$ cat src/rtl/mole_pkg.sv
// Shared types and constants for the whack-a-mole score keeper.
package mole_pkg;

    typedef enum logic [1:0] {
        S_IDLE = 2'd0,
        S_PLAY = 2'd1,
        S_HOLD = 2'd2,
        S_OVER = 2'd3
    } mole_state_t;

    typedef logic [3:0] bcd_digit_t;

    localparam logic [4:0] NO_KEY = 5'd16;

    // Two-digit BCD increment without saturation; the caller decides about 99.
    function automatic logic [7:0] bcd2_inc(input logic [7:0] v);
        bcd_digit_t tens;
        bcd_digit_t units;
        tens  = v[7:4];
        units = v[3:0];
        if (units == 4'd9) begin
            units = 4'd0;
            tens  = tens + 4'd1;
        end else begin
            units = units + 4'd1;
        end
        return {tens, units};
    endfunction

endpackage

$ cat src/rtl/mole_buzz_timer.sv
// Buzz window down-counter with optional tone divider.
// Optional feature: MOLE_BUZZ_TONE_EN (square-wave tone instead of steady drive).
module mole_buzz_timer #(
    parameter int BUZZ_CYCLES = 5_000_000,
    parameter int TONE_HALF   = 50_000
) (
    input  logic clk,
    input  logic rst,
    input  logic load,
    output logic buzzer
);

    localparam int CW = $clog2(BUZZ_CYCLES + 1);

    if (TONE_HALF < 1) begin : g_bad_tone
        $error("mole_buzz_timer: TONE_HALF must be at least 1");
    end

    logic [CW-1:0] cnt;

    always_ff @(posedge clk or posedge rst) begin
        if (rst) begin
            cnt <= '0;
        end else if (load) begin
            cnt <= CW'(BUZZ_CYCLES);
        end else if (cnt != '0) begin
            cnt <= cnt - 1'b1;
        end
    end

`ifdef MOLE_BUZZ_TONE_EN
    localparam int TW = (TONE_HALF > 1) ? $clog2(TONE_HALF) : 1;

    logic [TW-1:0] tone_cnt;
    logic          tone;

    // Phase restarts on every load so the first cycle after a hit is high.
    always_ff @(posedge clk or posedge rst) begin
        if (rst) begin
            tone_cnt <= '0;
            tone     <= 1'b0;
        end else if (load) begin
            tone_cnt <= TW'(TONE_HALF - 1);
            tone     <= 1'b1;
        end else if (cnt != '0) begin
            if (tone_cnt == '0) begin
                tone_cnt <= TW'(TONE_HALF - 1);
                tone     <= ~tone;
            end else begin
                tone_cnt <= tone_cnt - 1'b1;
            end
        end
    end

    assign buzzer = (cnt != '0) && tone;
`else
    assign buzzer = (cnt != '0);
`endif

endmodule

$ cat src/rtl/mole_score_keeper.sv
// Whack-a-mole score keeper: press detection, hit/miss scoring, game FSM.
// Build option MOLE_BUZZ_TONE_EN selects a toned buzzer in mole_buzz_timer.
//
// state  | meaning
// IDLE   | after reset, waiting for the first game_start edge
// PLAY   | armed, the next press event is scored as hit or miss
// HOLD   | a press was scored, waiting for the key to be released
// OVER   | miss limit reached, counters frozen until game_start edge
module mole_score_keeper
    import mole_pkg::*;
#(
    parameter int BUZZ_CYCLES = 5_000_000,
    parameter int MISS_LIMIT  = 5,
    parameter int TONE_HALF   = 50_000
) (
    input  logic       clk,
    input  logic       rst,
    input  logic [4:0] key_code,
    input  logic [7:0] mole_onehot,
    input  logic       game_start,
    output logic [7:0] score_bcd,
    output logic [3:0] miss_cnt,
    output logic       hit_pulse,
    output logic       buzzer,
    output logic       game_over
);

    if (MISS_LIMIT < 1 || MISS_LIMIT > 15) begin : g_bad_limit
        $error("mole_score_keeper: MISS_LIMIT must be in 1..15");
    end

    mole_state_t state, state_d;
    logic [4:0]  key_q;
    logic        gs_q;

    logic [4:0]  key_n;
    logic        press;
    logic        start_edge;
    logic        mole_valid;
    logic        hit_now;
    logic        last_miss;

    logic        do_clear;
    logic        do_hit;
    logic        do_miss;

    assign key_n      = (key_code >= NO_KEY) ? NO_KEY : key_code;
    assign press      = (key_q == NO_KEY) && (key_n != NO_KEY);
    assign start_edge = game_start && !gs_q;
    assign mole_valid = (mole_onehot != 8'd0) &&
                        ((mole_onehot & (mole_onehot - 8'd1)) == 8'd0);
    assign hit_now    = press && (key_n[4:3] == 2'b00) && mole_valid &&
                        mole_onehot[key_n[2:0]];
    assign last_miss  = ({1'b0, miss_cnt} + 5'd1) == 5'(MISS_LIMIT);

    always_comb begin
        state_d  = state;
        do_clear = 1'b0;
        do_hit   = 1'b0;
        do_miss  = 1'b0;
        case (state)
            S_IDLE: begin
                if (start_edge) begin
                    state_d  = S_PLAY;
                    do_clear = 1'b1;
                end
            end
            S_PLAY: begin
                if (press) begin
                    if (hit_now) begin
                        do_hit  = 1'b1;
                        state_d = S_HOLD;
                    end else begin
                        do_miss = 1'b1;
                        state_d = last_miss ? S_OVER : S_HOLD;
                    end
                end
            end
            S_HOLD: begin
                if (key_n == NO_KEY) begin
                    state_d = S_PLAY;
                end
            end
            S_OVER: begin
                if (start_edge) begin
                    state_d  = S_PLAY;
                    do_clear = 1'b1;
                end
            end
            default: state_d = S_IDLE;
        endcase
    end

    always_ff @(posedge clk or posedge rst) begin
        if (rst) begin
            state     <= S_IDLE;
            key_q     <= NO_KEY;
            gs_q      <= 1'b0;
            score_bcd <= 8'h00;
            miss_cnt  <= 4'd0;
            hit_pulse <= 1'b0;
        end else begin
            state     <= state_d;
            key_q     <= key_n;
            gs_q      <= game_start;
            hit_pulse <= do_hit;
            if (do_clear) begin
                score_bcd <= 8'h00;
                miss_cnt  <= 4'd0;
            end else begin
                if (do_hit && score_bcd != 8'h99) begin
                    score_bcd <= bcd2_inc(score_bcd);
                end
                if (do_miss) begin
                    miss_cnt <= miss_cnt + 4'd1;
                end
            end
        end
    end

    assign game_over = (state == S_OVER);

    mole_buzz_timer #(
        .BUZZ_CYCLES(BUZZ_CYCLES),
        .TONE_HALF  (TONE_HALF)
    ) u_buzz (
        .clk   (clk),
        .rst   (rst),
        .load  (do_hit),
        .buzzer(buzzer)
    );

endmodule

$ cat config.mk
export PLATFORM = sky130hd
export DESIGN_NAME = mole_score_keeper
export DESIGN_NICKNAME = d
export VERILOG_FILES = /design/src/rtl/mole_pkg.sv /design/src/rtl/mole_buzz_timer.sv /design/src/rtl/mole_score_keeper.sv
export SDC_FILE = /design/constraint.sdc
export NUM_CORES = 1
export LEC_CHECK = 0
export ABC_CLOCK_PERIOD_IN_PS = 2200
export BUFFER_PORTS_ARGS = -buffer_cell sky130_fd_sc_hd__buf_2
export CORE_MARGIN = 2
export CORE_UTILIZATION = 45
export DETAILED_ROUTE_END_ITERATION = 8
export MAX_ROUTING_LAYER = met4
export PLACE_DENSITY = 0.66
export SLEW_MARGIN = 15
export SYNTH_ARGS = -nofsm -noshare
export SYNTH_HDL_FRONTEND = slang
export SYNTH_SLANG_ARGS = --single-unit
$ cat constraint.sdc
create_clock -name clk -period 2.2 [get_ports clk]
set_clock_uncertainty 0.1 [all_clocks]
set_input_delay 0.11 -clock clk [delete_from_list [all_inputs] [get_ports clk]]
set_output_delay 0.11 -clock clk [all_outputs]
set_load 0.02 [all_outputs]
[Word level (Yosys, flattened, before mapping)]
Index checks and enable logic that the tools add are counted.
Cells by class
  multiply operators: 0
  order comparisons: 2
  reductions and logical operators: 20
  eq/ne operators: 12
  shift operators: 0
  divide/modulo/power cells: 0
  bitwise gates (word level): 1
  add/subtract/negate cells: 6
  mux-type cells: 25
Operators with widths (number)
  two-way mux 23 bit: 2
  nonzero test 23 bit: 1
  subtractor 23 x 1 -> 23 bit, second input constant: 1
  two-way mux 4 bit: 4
  two-way mux 8 bit: 2
  adder 4 x 1 -> 4 bit, second input constant: 3
  two-way mux 1 bit: 11
  equality test 5 bit, second input constant: 2
  AND 8 bit: 1
  logical NOT 8 bit: 1
  != test 8 bit, second input constant: 1
  nonzero test 2 bit: 4
  nonzero test 8 bit: 1
  subtractor 8 x 1 -> 8 bit, second input constant: 1
  logical AND 1 bit: 7
  two-way mux 2 bit: 3
  one-hot mux 2 bit (3 select lines): 1
  adder 4 x 1 -> 5 bit, second input constant: 1
  equality test 5 x 3 -> 1 bit, second input constant: 1
  greater-or-equal comparator 5 bit, second input constant: 1
  two-way mux 5 bit: 1
  != test 5 bit, second input constant: 1
  equality test 2 bit, second input constant: 2
  equality test 4 bit, second input constant: 1
  other kinds (10): 12
Word-level totals
  memories kept: 0
  bits in read-only memories: 0
  RAM bits: 0
  word-level logic and storage cells: 74
  latch bits: 0
  register bits: 44
  input port bits: 16

[Longest topological paths before layout]
  depth after elaboration: 13
  gate-level depth with buffers: 8
  depth with buffers taken out: 7

[Cells and area by module]
A second synthesis with hierarchy kept.
Unflattened totals
  cell total of the unflattened synthesis: 300
  area total of the unflattened synthesis: 2800.2 um2
Modules (own cells, without submodules)
  mole_score_keeper: area each 1491.4 um2, cells an instance 161, seq. area each 526.8 um2, times used 1
  mole_buzz_timer: area each 1308.8 um2, cells an instance 139, seq. area each 575.6 um2, times used 1

[Worst setup path after synthesis]
Ideal clock, no wire load.
  path kind: register to register
  start point: reg u_buzz.cnt[17]
  end point: reg u_buzz.cnt[2]
  arrival time: 2010 ps
  required time: 1982 ps
  cell stages (with the launch flop): 7
  period minus slack after synthesis: 2228 ps
  library setup time: 118 ps
  slack: -28 ps
  cell sequence: dfrtp_1 -> or3_4 -> or4_4 -> buf_6 -> or3_4 -> a21oi_1 -> nor2_1
Between the ends
  cells in the longest elaborated chain, start to end: 2
Ends and longest elaborated chain
  start: declaration: RTL line mole_buzz_timer.sv:19  | logic [CW-1:0] cnt;
  start signal: assignment: RTL line mole_buzz_timer.sv:25  | cnt <= CW'(BUZZ_CYCLES);
  start signal: assignment: RTL line mole_buzz_timer.sv:27  | cnt <= cnt - 1'b1;
  nonzero test 23 bit: RTL line mole_buzz_timer.sv:26  | end else if (cnt != '0) begin
  nonzero test 2 bit (no line)
No other way between the ends.
A chain may end at the register's enable or synchronous reset.

[Worst setup path after layout]
  start point: reg u_buzz.cnt[16]
  end point: out buzzer
Between the ends
  cells in the longest elaborated chain, start to end: 1
Ends and longest elaborated chain
  nonzero test 23 bit: RTL line mole_buzz_timer.sv:57  | assign buzzer = (cnt != '0);
  end: declaration: RTL line mole_score_keeper.sv:24  | output logic buzzer,
No other way between the ends.

==> impl_metrics.toml <==
[status]
status = "finished with violations"
violations = "negative setup slack"

[clock_network]
cts_root_buf = "clkbuf_8"
cts.sinks = 44
htree_levels = 2
clk_latency_ns = 0.31
cts_tree = "yes"
clockBufferDepth = 2
numCtsBuffers = 5
clk_pin_slew_worst_paths_ns = 0.09

[detailed_routing]
via_count = 2300
wl_per_cell_um = 14.40
routed_wl_um = 5919
route.detailed.drc = 0
first_pass_iters = 4
final_antenna_net_count = 0
first_iter_violations = 97
viasPerCell = 5.596

[yosys]
yosysSeqAreaShare_pct = 40.60
synth-seq-cells = 44
synth_xor_area_share_pct = 3.548
syn_inst = 277
synth_edf_count = 0
syn_area_um2 = 2715
synthAdderAreaFrac_pct = 4.608
synthSimpleGateAreaFrac_pct = 25.25
synth_ff_type = "dfrtp_1"
synth_top_family_by_area = "simple AND/OR/NAND/NOR gates"
postSynthAreaPerCell_um2 = 9.802
yosys.cell_types.count = 61
synth_compound_area_share_pct = 16.87
syn-num-nets = 303
async_reset_ff_share_pct = 100.0
synth.area.mux_share_pct = 4.194
ys_warn_count = 0

[die]
rows = 28
core_um2 = 5886
initial_core_util_pct = 46.13
die_x_um = 81.68
fp.dieH_um = 81.68
dieArea_um2 = 6671
ioPinCount = 31

[final_layout]
fin_nets = 361
drive_gt1_share_pct = 29.46
syn_to_final_growth_pct = 23.41
final_cell_mix = "dfrtp_1, buf_2, nor2_1, nand2_1, buf_4"
n_antenna_cell = 0
instances_no_fill = 411
fillers = 539
final_common_cell = "dfrtp_1"

[sta]
tightest_slew_ns = 0.7335
period_share_pct = 101.0
relSlewSlack_pct = 50.79
max_freq_mhz = 450.2
finalSetupViolCount = 1
slew_viol_final = 0
hold-worst-slack_ns = 0.008932
rsz0062_at_grt = "yes"
fin_setup_tns_ns = -0.02138
fin_ws_ns = -0.02138
period_needed_ns = 2.221
hold_viol = 0

[grt]
grt_pass1_vias = 2259
grt_max_degree = 23
overflow = 0
grt_usage_pct = 20.24
antenna_found_initial = 0
grt_pass1_wl_um = 10190

[place]
dp.cells = 391
dp_hpwl_um = 4260
gp_congestion = 0.8886
port_buffers = 30

[pwr]
seqPwrFrac_pct = 43.6
combPwrFrac_pct = 29.7
clkPwrFrac_pct = 26.8
power.density_nw_per_um2 = 725.7
swShare_pct = 35.75
intPower_mw = 1.562
p_leak_nw = 1.431
peakVddDrop_uv = 425.2
p_sw_uw = 869.2

[critical_path]
worstPathRequired_ns = 1.99
critPathLaunchType = "register"
end_kind = "output port"
regToRegEndpoint = "u_buzz.cnt[17]$_DFFE_PP0P_"
reg2regPathDepth = 7
rrSetupSlack_ns = 0.03
reg2reg_from = "u_buzz.cnt[16]$_DFFE_PP0P_"
cp.arrival_ns = 2.01
cp-startpoint = "u_buzz.cnt[16]$_DFFE_PP0P_"
crit_type = "reg -> out"
crit_fanout = 5

[hold_path]
holdPathStages = 2
hold_class = "in -> reg"
hold_path_startpoint = "key_code[0]"
min_to = "key_q[0]$_DFF_PP0_"

[flow_run]
drv_cap = 0
==> critical path: stages, from the launching register on <==
cell and delay [ns]:
dfrtp_1 0.39, or3_4 0.40, or4_4 0.44, or3_4 0.34, buf_6 0.14
==> Yosys cell counts, types with 2 or more instances <==
cell	number	share of area [%]
dfrtp_1	43	40
nor2_1	24	3.3
nand2_1	23	3.2
a21oi_1	14	2.6
inv_1	13	1.8
ha_1	10	4.6
nor2b_1	9	2.1
xor2_1	9	2.9
mux2i_1	8	2.9
clkbuf_1	7	0.97
nor3_1	7	1.3
nand4_1	6	1.4
o21ai_0	6	1.1
o31ai_1	6	1.7
nand2b_1	5	1.2
nand3_1	5	0.92
nor4_1	5	1.2
o211ai_1	5	1.4
or4_1	5	1.4
buf_6	4	1.7
or3_1	4	0.92
a211oi_1	3	0.83
a32o_1	3	1.1
and3_1	3	0.69
o41ai_1	3	0.97
or2_2	3	0.69
a221o_1	2	0.74
nand3b_1	2	0.55
o21ai_1	2	0.37
o21bai_1	2	0.55
o31ai_4	2	1.6
or3_2	2	0.55
or3_4	2	0.83
or4_4	2	0.83
xnor2_1	2	0.65
==> registers in the layout (all words and copies together), names as in the netlist <==
name        cells
score_bcd       8
state           2
miss_cnt        4
key_q           5
gs_q            1
u_buzz.cnt     23
hit_pulse       1
==> cell type report <==
type | count | area (um^2) | area share (%)
Clock buffer | 5 | 68.82 | 2.054
Clock inverter | 3 | 46.29 | 1.382
Inverter | 14 | 57.56 | 1.718
Multi-Input combinational cell | 207 | 1540 | 45.97
Sequential cell | 44 | 1105 | 32.97
Tap cell | 75 | 93.84 | 2.801
Timing Repair Buffer | 63 | 439.2 | 13.11
==> how the worst max path moves through the flow <==
stage                                       to  slack (ns)  cells past startpoint
floorplan            u_buzz.cnt[2]$_DFFE_PP0P_        0.04                      6
global placement    u_buzz.cnt[17]$_DFFE_PP0P_        0.07                      6
detailed placement    score_bcd[5]$_DFFE_PP0P_        0.05                      6
CTS                  u_buzz.cnt[0]$_DFFE_PP0P_       -0.08                      6
global route                            buzzer       -0.06                      4
finish                                  buzzer       -0.02                      4
==> power groups by stage <==
stage | clock network [mW] | logic, mW | registers [mW]
2_1_floorplan | 0 | 0.464 | 1.05
3_3_place_gp | 0 | 0.653 | 1.05
3_5_place_dp | 0 | 0.666 | 1.05
4_1_cts | 0.666 | 0.677 | 1.04
5_1_grt | 0.704 | 0.818 | 1.08
6_report | 0.651 | 0.721 | 1.06
==> per-layer routing <==
metal,routed length (um),track usage [%],vias to the layer above
met3,149,3.736,9
met5,0,-,-
met4,76,6.833,0
li1,-,-,1127
met1,2710,24.62,1135
met2,2983,34.02,29
==> timing repair <==
item	CTS	global route
resized for setup	5	16
endpoints found under the setup margin	1	24
endpoints found under the hold margin	24	0
setup buffers	1	6
hold buffers	5	0
pin swaps	3	6
==> through the flow <==
stage	utilization, %	worst slack [ns]	area (um^2)	power (mW)
2_1_floorplan	-	0.03738	2715	1.516
3_3_place_gp	51.66	0.06749	3040	1.698
3_5_place_dp	51.66	0.04896	3040	1.717
4_1_cts	54.89	-0.08475	3231	2.379
5_1_grt	56.93	-0.06453	3351	2.601
6_report	56.93	-0.02138	3351	2.432
==> logic make-up after synthesis <==
logic type | after synthesis
AO/OA/AOI/OAI | 58
XOR/XNOR | 11
adder cells (fa/ha/maj) | 10
buffers and inverters | 26
flip-flops | 44
multiplexers | 10
AND/OR/NAND/NOR | 118
Note: power is estimated with default switching activity, not from simulation.
